### src/rtl/bcd_pkg.sv
// Shared definitions for the digit-serial BCD adder/subtractor.
//   BCD_MAX / BCD_ADJ : largest legal BCD digit and the +6 decimal correction
//   state_e           : controller states
//   bcd_digit_ok()    : true when a 4-bit nibble is a legal BCD digit
package bcd_pkg;

  localparam logic [3:0] BCD_MAX = 4'd9;
  localparam logic [3:0] BCD_ADJ = 4'd6;

  typedef enum logic {IDLE = 1'b0, RUN = 1'b1} state_e;

  function automatic logic bcd_digit_ok(input logic [3:0] d);
    return d <= BCD_MAX;
  endfunction

endpackage

### src/rtl/bcd_serial_adder_if.sv
// Request/result bundle of the BCD serial adder.
//   master : drives start, sub, cin, a, b; observes busy, done, sum, cout, err
//   slave  : the adder side of the same signals
interface bcd_serial_adder_if #(parameter int DIGITS = 4);

  logic                  start;
  logic                  sub;
  logic                  cin;
  logic [4*DIGITS-1:0]   a;
  logic [4*DIGITS-1:0]   b;
  logic                  busy;
  logic                  done;
  logic [4*DIGITS-1:0]   sum;
  logic                  cout;
  logic                  err;

  modport master (output start, sub, cin, a, b,
                  input  busy, done, sum, cout, err);
  modport slave  (input  start, sub, cin, a, b,
                  output busy, done, sum, cout, err);

endinterface

### src/rtl/bcd_serial_adder_digit_adder.sv
// One-digit BCD adder (combinational).
//   a, b : BCD digits (0..9)   ci : carry in
//   s    : BCD sum digit       co : decimal carry out
module bcd_digit_adder
  import bcd_pkg::*;
(
  input  logic [3:0] a,
  input  logic [3:0] b,
  input  logic       ci,
  output logic [3:0] s,
  output logic       co
);

  logic [4:0] raw;

  assign raw = {1'b0, a} + {1'b0, b} + {4'b0, ci};
  assign co  = raw > {1'b0, BCD_MAX};
  // Adding 6 modulo 16 skips the six unused codes 10..15.
  assign s   = co ? (raw[3:0] + BCD_ADJ) : raw[3:0];

endmodule

### src/rtl/bcd_serial_adder.sv
// Digit-serial multi-digit BCD adder/subtractor.
//   clk, reset : clock, synchronous active-high reset
//   bus        : start/sub/cin/a/b request in; busy/done/sum/cout/err out
// Operands are latched on an accepted start and walked one digit per clock,
// least significant first, through a single digit adder. Subtraction adds
// the nine's complement of b with an initial carry of 1 (ten's complement).
module bcd_serial_adder
  import bcd_pkg::*;
#(
  parameter int DIGITS = 4
) (
  input  logic                 clk,
  input  logic                 reset,
  bcd_serial_adder_if.slave    bus
);

  localparam int W  = 4 * DIGITS;
  localparam int IW = $clog2(DIGITS + 1);
  localparam logic [IW-1:0] LAST = IW'(DIGITS - 1);

  state_e          state_q, state_d;
  logic [IW-1:0]   idx_q, idx_d;
  logic [W-1:0]    a_q, a_d, b_q, b_d, sum_q, sum_d;
  logic            sub_q, sub_d, carry_q, carry_d;
  logic            cout_q, cout_d, err_q, err_d, done_q, done_d;

  logic [3:0]      dig_a, dig_b, dig_bp, dig_s;
  logic            dig_co;
  logic            ops_ok;

  assign dig_a  = a_q[int'(idx_q)*4 +: 4];
  assign dig_b  = b_q[int'(idx_q)*4 +: 4];
  assign dig_bp = sub_q ? (BCD_MAX - dig_b) : dig_b;

  bcd_digit_adder u_dig (
    .a  (dig_a),
    .b  (dig_bp),
    .ci (carry_q),
    .s  (dig_s),
    .co (dig_co)
  );

  // Operand check is done on the live bus so the error is known at accept.
  always_comb begin
    ops_ok = 1'b1;
    for (int i = 0; i < DIGITS; i++) begin
      if (!bcd_digit_ok(bus.a[4*i +: 4]) || !bcd_digit_ok(bus.b[4*i +: 4]))
        ops_ok = 1'b0;
    end
  end

  always_comb begin
    state_d = state_q;
    idx_d   = idx_q;
    a_d     = a_q;
    b_d     = b_q;
    sub_d   = sub_q;
    carry_d = carry_q;
    sum_d   = sum_q;
    cout_d  = cout_q;
    err_d   = err_q;
    done_d  = 1'b0;
    case (state_q)
      IDLE: begin
        if (bus.start) begin
          a_d    = bus.a;
          b_d    = bus.b;
          sub_d  = bus.sub;
          sum_d  = '0;
          cout_d = 1'b0;
          err_d  = 1'b0;
          if (!ops_ok) begin
            err_d  = 1'b1;
            done_d = 1'b1;
          end else begin
            state_d = RUN;
            idx_d   = '0;
            carry_d = bus.sub ? 1'b1 : bus.cin;
          end
        end
      end
      RUN: begin
        sum_d[int'(idx_q)*4 +: 4] = dig_s;
        carry_d = dig_co;
        idx_d   = idx_q + 1'b1;
        if (idx_q == LAST) begin
          state_d = IDLE;
          idx_d   = '0;
          cout_d  = dig_co;
          done_d  = 1'b1;
        end
      end
      default: state_d = IDLE;
    endcase
  end

  always_ff @(posedge clk) begin
    if (reset) begin
      state_q <= IDLE;
      idx_q   <= '0;
      a_q     <= '0;
      b_q     <= '0;
      sub_q   <= 1'b0;
      carry_q <= 1'b0;
      sum_q   <= '0;
      cout_q  <= 1'b0;
      err_q   <= 1'b0;
      done_q  <= 1'b0;
    end else begin
      state_q <= state_d;
      idx_q   <= idx_d;
      a_q     <= a_d;
      b_q     <= b_d;
      sub_q   <= sub_d;
      carry_q <= carry_d;
      sum_q   <= sum_d;
      cout_q  <= cout_d;
      err_q   <= err_d;
      done_q  <= done_d;
    end
  end

  assign bus.busy = (state_q == RUN);
  assign bus.done = done_q;
  assign bus.sum  = sum_q;
  assign bus.cout = cout_q;
  assign bus.err  = err_q;

endmodule
### src/flat_wrapper.sv
// flat-port wrapper written by rule: the top's interface ports become plain ports
module bcd_serial_adder_flat import bcd_pkg::*;
#(
  parameter int DIGITS = 4
)
  (clk, reset, bus_start, bus_sub, bus_cin, bus_a, bus_b, bus_busy, bus_done, bus_sum, bus_cout, bus_err);
  bcd_serial_adder_if #(.DIGITS(DIGITS)) bus_i ();
  input  logic clk;
  input  logic reset;
  input wire logic [$bits(bus_i.start)-1:0] bus_start;
  input wire logic [$bits(bus_i.sub)-1:0] bus_sub;
  input wire logic [$bits(bus_i.cin)-1:0] bus_cin;
  input wire logic [$bits(bus_i.a)-1:0] bus_a;
  input wire logic [$bits(bus_i.b)-1:0] bus_b;
  output wire logic [$bits(bus_i.busy)-1:0] bus_busy;
  output wire logic [$bits(bus_i.done)-1:0] bus_done;
  output wire logic [$bits(bus_i.sum)-1:0] bus_sum;
  output wire logic [$bits(bus_i.cout)-1:0] bus_cout;
  output wire logic [$bits(bus_i.err)-1:0] bus_err;
  assign bus_i.start = bus_start;
  assign bus_i.sub = bus_sub;
  assign bus_i.cin = bus_cin;
  assign bus_i.a = bus_a;
  assign bus_i.b = bus_b;
  assign bus_busy = bus_i.busy;
  assign bus_done = bus_i.done;
  assign bus_sum = bus_i.sum;
  assign bus_cout = bus_i.cout;
  assign bus_err = bus_i.err;
  bcd_serial_adder #(.DIGITS(DIGITS)) u_core (.clk(clk), .reset(reset), .bus(bus_i));
endmodule
### config.mk
export PLATFORM = sky130hd
export DESIGN_NAME = bcd_serial_adder_flat
export DESIGN_NICKNAME = d
export VERILOG_FILES = /design/src/rtl/bcd_pkg.sv /design/src/rtl/bcd_serial_adder_if.sv /design/src/rtl/bcd_serial_adder_digit_adder.sv /design/src/rtl/bcd_serial_adder.sv /design/src/flat_wrapper.sv
export SDC_FILE = /design/constraint.sdc
export NUM_CORES = 1
export LEC_CHECK = 0
export CORE_ASPECT_RATIO = 1.4
export CORE_MARGIN = 4
export CORE_UTILIZATION = 25
export CTS_CLUSTER_SIZE = 20
export DETAILED_ROUTE_END_ITERATION = 16
export PLACE_DENSITY_LB_ADDON = 0.25
export SETUP_SLACK_MARGIN = 0.02
export SLEW_MARGIN = 20
export SYNTH_ARGS = -nofsm -noshare
export SYNTH_HDL_FRONTEND = slang
export SYNTH_SLANG_ARGS = --single-unit
### constraint.sdc
create_clock -name clk -period 3.6 [get_ports clk]
set_input_delay 0.72 -clock clk [delete_from_list [all_inputs] [get_ports clk]]
set_output_delay 0.72 -clock clk [all_outputs]
set_load 0.02 [all_outputs]
==> results.toml <==
[cells_and_area]
fin_util = 0.349
multi_input_area_mm2 = 0.00159
areaGrowthSynthToFinish_pct = 34.6
diodes = 0
final_cells = 543
fillerInstances = 1178
final_common_cell = "nand2_1"
drive_above_1_share = 0.0896
final_cell_mix = "nand2_1, clkdlybuf4s50_1, dfxtp_1"
regArea_mm2 = 0.00114
nets = 450

[logic_synthesis]
synth_flop_cell = "dfxtp_1"
syn_nets = 396
avgSynthCellArea_um2 = 8.22
ys.warnings.count = 0
yosys_register_bits = 57
synth.distinct_cells = 45
async_flop_share = 0
synth_edf_count = 0
synth.yosys.seq_area_share = 0.401
netlist_instances = 346
synth_area_mm2 = 0.00284

[routing]
first_pass_iters = 4
antenna_left = 0
wl_um = 7980
drcViolationCount = 0
routed_via_density = 4.89
route.vias.total = 2653
wl_per_cell_um = 14.7
drt_iter0_markers = 97

[timing]
maxSlewViolCount = 0
relSlewSlack = 0.538
worst_pin_slew_ps = 694
final_hold_viol_count = 0
post-route-period-util = 0.935
tns_ps = 0
clock_skew_ps = 6.23
rsz0062_at_grt = "no"
min_period_ps = 3370
finalSetupViolations = 0
fmax_mhz = 297

[critical_path]
crit_path_top_delay_cell = "mux4_2"
crit_start = "u_core.idx_q[0]$_SDFFE_PP0P_"
start_kind = "flop"
worstRegToRegCells = 12
crit_path_end_kind = "flop"
cp_max_fo = 7
cpPeakStageDelay_ps = 500
r2r-end = "u_core.bus.sum[6]$_SDFFE_PP0P_"
critical_path_arrival_ps = 3580
r2r_start = "u_core.idx_q[0]$_SDFFE_PP0P_"
r2r_slack_ps = 230
crit_chain = "mux4_2, nand2_1, xor2_2, fa_2, inv_1, fa_1, xnor2_1, ha_1, a22o_2, o31a_1, mux2i_2, a32o_1"
crit_required_ps = 3810
worstSetupPathType = "reg -> reg"

[grt]
gr-total-overflow = 0
antenna_found_initial = 0
grt_pass1_vias = 2734
grt_pass1_wl_um = 13300
grt_max_degree = 39
grt_util_all_layers = 0.129

[clock_tree]
htree_levels = 3
numCtsBuffers = 9
clock_latency_ps = 330
clock_sinks = 57
cts_tree = "yes"
clk_pin_slew_ps = 50
cts-root-buf = "clkbuf_16"
post_cts_resized = 0
cts_hold_buf = 0
cts_buffer_depth = 2
post_cts_buffers = 0

[worst_hold_path]
hold_depth = 2
hold_class = "reg -> reg"
hold_end = "u_core.a_q[10]$_SDFFE_PP0P_"
hold_start = "u_core.a_q[10]$_SDFFE_PP0P_"

[floorplan]
io_pins = 57
fp.dieH_um = 134
die_area_mm2 = 0.0132
rows = 45
die_w_um = 98.1
initial_core_util = 0.259
coreArea_mm2 = 0.0110

[outcome]
outcome = "finished clean"

[flow_run]
drv_cap = 0

[placement]
dp_cells = 530
gp_congestion = 0.838
dp_hpwl_um = 6130
io_buffers = 56

[power]
powerDensity_mw_per_mm2 = 429
p_leak_nw = 1.46
ir_drop_v = 0.000197
worst max-delay path, delay by kind of cell (launching register included):
kind	cells	cell delay, ps
AO/OA/AOI/OAI	3	810
AND/OR/NAND/NOR	1	120
buffers and inverters	1	60
XOR/XNOR	2	350
adder cells (fa/ha/maj)	3	870
multiplexers	2	700
flip-flops	1	350
logic make-up after synthesis:
group                    synth area share
buffers and inverters              0.0436
flip-flops                          0.401
AO/OA/AOI/OAI                       0.191
adder cells (fa/ha/maj)            0.0625
AND/OR/NAND/NOR                     0.225
XOR/XNOR                          0.00924
multiplexers                       0.0673
where the power goes:
group	internal, W	switching (W)	leakage (nW)
logic	0.000108	0.000126	0.865
clock network	0.000470	0.000267	0.124
registers	0.000656	0.0000148	0.467
total	0.00123	0.000408	1.46
layer usage:
metal / GRT usage / share of wire / vias up / wire length, um
li1: - / - / 1334 / -
met1: 0.143 / 0.43 / 1248 / 3400
met2: 0.225 / 0.50 / 57 / 4020
met3: 0.0317 / 0.044 / 14 / 351
met4: 0.0685 / 0.026 / 0 / 209
met5: 0 / 0 / - / 0
cells in the mapped netlist, types with 2 or more instances:
master    instances  area, um2
nor2_1           23       86.3
a41oi_1           2       17.5
o21ai_0          11       55.1
ha_1             11        138
nor2b_1           2       12.5
fa_1              2       40.0
mux2i_1           2       20.0
clkbuf_1         17       63.8
nand4_1           2       12.5
a31oi_1           7       43.8
dfxtp_1          57       1140
a21o_1            3       22.5
buf_1             2       7.51
xor2_1            2       17.5
a21oi_1          44        220
nand3_1          10       50.1
mux4_2            7        158
nand2_1          75        282
a32oi_1           3       26.3
a32o_1            4       40.0
and4_1            2       17.5
nor3_1            8       40.0
and2_1            4       25.0
nand2b_1          4       25.0
o31ai_1           8       60.1
inv_1            10       37.5
buf_2             3       15.0
and3_1            4       25.0
sequential cells by signal, indices dropped and copies added (netlist names):
name	flops
u_core.bus.busy	1
u_core.carry_q	1
u_core.b_q	16
u_core.a_q	16
u_core.bus.err	1
u_core.bus.sum	16
u_core.idx_q	3
u_core.bus.cout	1
u_core.sub_q	1
u_core.bus.done	1
how the worst max path moves through the flow:
stage / cells after the start / slack, ps / endpoint
CTS: 12 / 130 / u_core.bus.sum[6]$_SDFFE_PP0P_
finish: 12 / 230 / u_core.bus.sum[6]$_SDFFE_PP0P_
detailed placement: 12 / 130 / u_core.bus.sum[6]$_SDFFE_PP0P_
global placement: 12 / 310 / u_core.bus.sum[2]$_SDFFE_PP0P_
global route: 15 / 30 / u_core.bus.sum[10]$_SDFFE_PP0P_
floorplan: 14 / 40 / u_core.bus.sum[2]$_SDFFE_PP0P_
per-stage QoR:
stage	total power, W	worst slack (ps)	hold slack [ps]	area, um2
after global routing	0.00172	33.1	475	3830
after floorplan	0.000823	42.1	432	2850
after detailed placement	0.000916	130	447	3560
final	0.00164	232	458	3830
after CTS	0.00167	125	461	3810
after global placement	0.000914	308	447	3560
final cells by class:
type / count / area share
clock buffer: 12 / 0.0644
clock inverter: 1 / 0.00131
tap: 141 / 0.0461
sequential: 57 / 0.299
inverter: 10 / 0.00981
multi-input combinational: 257 / 0.416
timing repair buffer: 65 / 0.164
(Power assumes the default switching activity.)
==> edit 1, RTL diff (config.mk and constraints unchanged) <==
Change the package constant `BCD_MAX` from 4'd9 to 4'd6.
--- a/src/rtl/bcd_pkg.sv
+++ b/src/rtl/bcd_pkg.sv
@@ -4,7 +4,7 @@
 //   bcd_digit_ok()    : true when a 4-bit nibble is a legal BCD digit
 package bcd_pkg;
 
-  localparam logic [3:0] BCD_MAX = 4'd9;
+  localparam logic [3:0] BCD_MAX = 4'd6;
   localparam logic [3:0] BCD_ADJ = 4'd6;
 
   typedef enum logic {IDLE = 1'b0, RUN = 1'b1} state_e;
Check against the original RTL: not equivalent (Yosys sat finds a counterexample within 4 cycles, from zero or initial values and one cycle with reset high).
==> edit 1 against the original RTL <==
Area after synthesis decreased by 6.1%; maximum frequency decreased by 2.7%; total power increased by 6.6%; cell area increased by 0.26%; sequential cell count unchanged; setup slack got worse by 0.092 ns; routed wire length decreased by 7.2%; largest power group unchanged; combinational power increased by 6%.
==> edit 1: results (changes against the original RTL) <==
{| class="wikitable"
! Metric !! Value
|-
| Synth area leaders || sky130_fd_sc_hd__dfxtp_1 (43%), sky130_fd_sc_hd__nand2_1 (10%), sky130_fd_sc_hd__a21oi_1 (6.9%), sky130_fd_sc_hd__mux4_2 (5.9%), sky130_fd_sc_hd__ha_1 (4.2%)
|-
| Number of global-route vias before repair || 2424 (-11%)
|-
| Total clock buffers created by CTS || 9 (unchanged)
|-
| Arrival time at the worst endpoint || 3.72 ns (+0.14 ns)
|-
| Worst setup timing slack at the placement stage || -0.1934 ns (-0.3235 ns)
|-
| Number of buffers between clock root and the deepest sink || 2 (unchanged)
|-
| Combined global-route utilization of all metal layers || 12.72% (-0.15 points)
|-
| Ant diodes || 0 (unchanged)
|-
| Post-placement cell area || 3456 um^2 (-2.9%)
|-
| CTS H-Tree Depth || 3 (unchanged)
|-
| Async set-reset flop share out of synthesis || 0% (unchanged)
|-
| Run status || complete, no violations
|-
| Routed WL per cell || 14.29 um (-2.7%)
|-
| Clock-pin transition on the worst setup and hold timing paths || 0.05 ns (about the same)
|-
| Crit path largest cell delay || 0.51 ns
|-
| First-pass iteration count of the detailed router || 4 (unchanged)
|-
| Warnings, synthesis || 0 (unchanged)
|-
| Transition at the pin with the smallest max-transition slack || 0.5751 ns (-0.1184 ns)
|-
| Post-DP HPWL || 5.738 mm (-6.4%)
|-
| Mapped Nets || 357 (-9.8%)
|-
| First-iteration detailed-routing DRC count || 110 (+13%)
|-
| Highest net fanout along the worst path || 4 (-3)
|-
| Largest net degree at the start of global routing || 51 (+31%)
|-
| Setup skew after layout || 0.007792 ns (+0.001562 ns)
|-
| Count of fill cells added during filler insertion || 1068 (-9.3%)
|-
| Worst supply voltage drop on vdd || 0.2091 mV (+6.2%)
|-
| Via density per instance || 4.616 (-5.5%)
|-
| Final Net Count || 424 (-5.8%)
|-
| Worst path slowest cell || sky130_fd_sc_hd__mux4_2
|-
| Clock root cell || sky130_fd_sc_hd__clkbuf_16
|-
| Distinct cell type count of the synthesized netlist || 39 (-13%)
|-
| Global-route wire length before repair || 12.15 mm (-8.6%)
|-
| Number of antenna violations at the first check in global routing || 0 (unchanged)
|-
| LEAKAGE || 0.001442 uW (-0.98%)
|-
| Sequential element share of the synthesized area || 42.76% (+2.6 points)
|-
| Worst min path class || flop to flop
|-
| Fraction of final layout cells with drive strength greater than 1 || 13.95% (+5.0 points)
|-
| Count of port buffers added during placement || 56 (unchanged)
|-
| Commonest register cell after synthesis || sky130_fd_sc_hd__dfxtp_1
|-
| Gate family responsible for the most delay along the worst path || adder cells
|-
| Routability-driven placement congestion ratio || 0.7909 (-5.6%)
|-
| Source-to-sink clock delay at the later pin of the worst-skew pair || 0.32 ns
|-
| Commonest cells in the synthesized netlist || sky130_fd_sc_hd__nand2_1 (73), sky130_fd_sc_hd__dfxtp_1 (57), sky130_fd_sc_hd__a21oi_1 (37)
|}
[edit 1: changes by cell type after synthesis, moves of 4 or more]
cell / unedited run / this run
sky130_fd_sc_hd__nor2_1: 23 / 19
sky130_fd_sc_hd__o31ai_1: 8 / 0
sky130_fd_sc_hd__clkbuf_1: 17 / 12
sky130_fd_sc_hd__o21ai_0: 11 / 0
sky130_fd_sc_hd__a21oi_1: 44 / 37
sky130_fd_sc_hd__a32o_1: 4 / 10
[edit 1: final timing paths]
check | cells past startpoint | startpoint | endpoint | slack (ns)
worst max register to register | 14 | u_core.idx_q[0] | u_core.bus.sum[2] | 0.14
worst min register to register | 2 | u_core.b_q[14] | u_core.b_q[14] | 0.45
worst min-delay path | 2 | u_core.b_q[14] | u_core.b_q[14] | 0.45
worst max-delay path | 14 | u_core.idx_q[0] | u_core.bus.sum[2] | 0.14
[edit 1: cell families (layout without fill, tap and decap cells)]
family | after synthesis | in the layout | synth area share, %
multiplexers | 10 | 10 | 7.032
XOR/XNOR | 6 | 6 | 1.969
flip-flops | 57 | 57 | 42.76
AND/OR/NAND/NOR | 129 | 129 | 21.14
adder cells (fa/ha/maj) | 11 | 11 | 5.720
buffers and inverters | 30 | 101 | 4.360
AO/OA/AOI/OAI | 66 | 66 | 17.02
[edit 1: cell type report]
type / instances / share of cell area, %
clock buffer: 12 / 6.684
inverter: 12 / 1.174
timing repair buffer: 74 / 18.13
clock inverter: 3 / 1.043
multi-input combinational: 222 / 38.64
tap: 138 / 4.500
sequential: 57 / 29.83
[edit 1: what timing repair did]
action,4_1_cts,5_1_grt
setup buffers,1,2
setup endpoints to repair,13,14
hold buffers,0,0
resized for setup,4,10
pin swaps,1,9
[edit 1: power by group]
| part | internal (uW) | leakage [uW] | switching, uW |
|---|---|---|---|
| clock | 566 | 0.000148 | 271 |
| sequential | 654 | 0.000467 | 12.0 |
| combinational | 126 | 0.000827 | 122 |
[edit 1: metrics by stage]
stage	std cells	setup TNS (ns)	total power [uW]	utilization [%]
2_1_floorplan	309	0	798.5	-
3_3_place_gp	500	-0.2511	890.2	33.21
3_5_place_dp	500	-1.172	893.1	33.21
4_1_cts	516	0	1755	36.38
5_1_grt	518	-0.006545	1829	36.88
6_report	518	0	1751	36.88
[edit 1: worst reg2reg max path, delay by kind of cell (launching register included)]
family	cells	cell delay [ns]
compound gates	3	0.56
flops	1	0.37
fa+ha+maj	3	0.82
mux	2	0.79
xor+xnor	1	0.20
buf+inv	4	0.51
simple gates	1	0.17
[edit 1: layer usage]
layer / vias to the layer above / global-route usage, % / part of all wire (%)
met4: 0 / 3.908 / 1.6
met1: 1115 / 15.06 / 44
met5: - / 0 / 0
li1: 1212 / - / -
met3: 10 / 2.999 / 4.0
met2: 54 / 22.47 / 51
==> edit 2, RTL diff (same settings) <==
Without the edit above. Reset style: asynchronous (`reset`), changed in one clocked block. Comments in the files are not updated.
--- a/src/rtl/bcd_serial_adder.sv
+++ b/src/rtl/bcd_serial_adder.sv
@@ -94,7 +94,7 @@
     endcase
   end
 
-  always_ff @(posedge clk) begin
+  always_ff @(posedge clk or posedge reset) begin
     if (reset) begin
       state_q <= IDLE;
       idx_q   <= '0;
Behaviour: differs if reset is asserted again (counterexample within 4 cycles, from zero or initial values and one cycle with reset high); with reset held inactive, the same outputs for 10 cycles.
==> edit 2 against the original RTL <==
Setup slack improved by 0.044 ns; first-iteration DRC count fell by 35%; count of clock-buffer cells in the layout did not move; synthesized cell count fell by 4.0%; area after synthesis rose by 5.7%; routed wire length fell by 3.9%; cell area rose by 5.5%; sequential cell count did not move; global-route usage fell by 0.85 points; critical endpoint is now u_core.bus.sum[14].
Power is not compared: it rests on default switching activity, and its combinational part moved more than twofold at a synthesized area within 25%.
==> edit 2: results (changes against the original RTL) <==
{| class="wikitable"
! Metric !! Value
|-
| Run status || complete, no violations
|-
| Placed Cells || 527 (-0.57%)
|-
| Final Net Count || 442 (-1.8%)
|-
| Global-route wire length before repair || 12.84 mm (-3.4%)
|-
| Routed WL per cell || 14.12 um (-3.9%)
|-
| Commonest cells in the synthesized netlist || sky130_fd_sc_hd__nand2_1 (125), sky130_fd_sc_hd__dfrtp_1 (57), sky130_fd_sc_hd__o21ai_0 (19)
|-
| Worst setup timing slack at the placement stage || 0.07187 ns (-0.05827 ns)
|-
| Arrival time at the worst endpoint || 3.52 ns (-0.06 ns)
|-
| Distinct cell type count of the synthesized netlist || 43 (-4.4%)
|-
| Async set-reset flop share out of synthesis || 100.0% (+100 points)
|-
| Areal power density over the cells || 1137 nW/um^2
|-
| Vias post-DR || 2476 (-6.7%)
|-
| Clock-pin transition on the worst setup and hold timing paths || 0.05 ns (about the same)
|-
| Transition at the pin with the smallest max-transition slack || 0.8393 ns (+0.1457 ns)
|-
| Synth area leaders || sky130_fd_sc_hd__dfrtp_1 (47%), sky130_fd_sc_hd__nand2_1 (16%), sky130_fd_sc_hd__mux4_2 (5.2%), sky130_fd_sc_hd__ha_1 (4.6%), sky130_fd_sc_hd__o21ai_0 (3.2%)
|-
| Crit path largest cell delay || 0.51 ns
|-
| Post-placement cell area || 3744 um^2 (+5.2%)
|-
| Number of antenna violations at the first check in global routing || 0 (unchanged)
|-
| Largest net degree at the start of global routing || 34 (-13%)
|-
| Setup skew after layout || 0.005254 ns (-0.0009769 ns)
|-
| Fraction of final layout cells with drive strength greater than 1 || 11.36% (+2.4 points)
|-
| First-iteration detailed-routing DRC count || 63 (-35%)
|-
| Routability-driven placement congestion ratio || 0.7761 (-7.4%)
|-
| CTS H-Tree Depth || 3 (unchanged)
|-
| Number of global-route vias before repair || 2597 (-5.0%)
|-
| Mean Syn Cell Area || 9.052 um^2 (+10%)
|-
| Part of the power in combinational logic || 63.7%
|-
| Highest net fanout along the worst path || 6 (-1)
|-
| Mapped Nets || 382 (-3.5%)
|-
| Sequential element share of the synthesized area || 47.46% (+7.3 points)
|-
| Post-DP HPWL || 5.947 mm (-3.0%)
|-
| Combined global-route utilization of all metal layers || 12.02% (-0.85 points)
|}
edit 2: timing repair:
action                                  in CTS  in global routing
resized for setup                            0                  4
endpoints found under the setup margin       0                  5
setup buffers                                0                  1
edit 2: path summary, 6_finish.rpt:
kind	slack [ns]	depth (start not counted)	startpoint	to
worst max-delay path	0.28	13	u_core.idx_q[0]	u_core.bus.sum[14]
worst min-delay path	0.47	2	u_core.b_q[14]	u_core.b_q[14]
worst max register to register	0.28	13	u_core.idx_q[0]	u_core.bus.sum[14]
worst min register to register	0.47	2	u_core.b_q[14]	u_core.b_q[14]
max in group asynchronous	2.00	3	reset	u_core.bus.sum[4]
min in group asynchronous	0.75	2	reset	u_core.bus.done
edit 2: logic make-up (layout without fill, tap and decap cells):
| kind of cell | after synthesis | count (layout) | share of synthesized area [%] |
|---|---|---|---|
| and+or+nand+nor | 172 | 172 | 25.06 |
| muxes | 9 | 9 | 5.912 |
| DFF | 57 | 57 | 47.46 |
| AOI/OAI and AO/OA | 51 | 51 | 10.87 |
| xor gates and xnor gates | 3 | 3 | 1.124 |
| buffers and inverters | 27 | 91 | 3.663 |
| adders and majority gates | 13 | 13 | 5.912 |
edit 2: layout make-up:
type	count	area, um^2
clock buffers	12	246.5
well taps	147	183.9
repair buffers	65	631.9
multi-input cells	248	1491
fillers	1225	7781
inverters	11	41.29
flip-flops and latches	57	1426
clock inverters	3	17.52
edit 2: critical path: cells and delay by family (launching register included):
kind / cells / cell delay, ns
buffers and inverters: 2 / 0.20
DFF: 1 / 0.37
adders and majority gates: 3 / 1.19
muxes: 1 / 0.51
xor gates and xnor gates: 1 / 0.08
and+or+nand+nor: 2 / 0.24
AOI/OAI and AO/OA: 4 / 0.61
edit 2: metal layers:
metal	track usage, %	wire length, um
met4	4.045	92
met5	0	0
met2	21.32	4016
met1	13.99	3215
met3	2.989	342
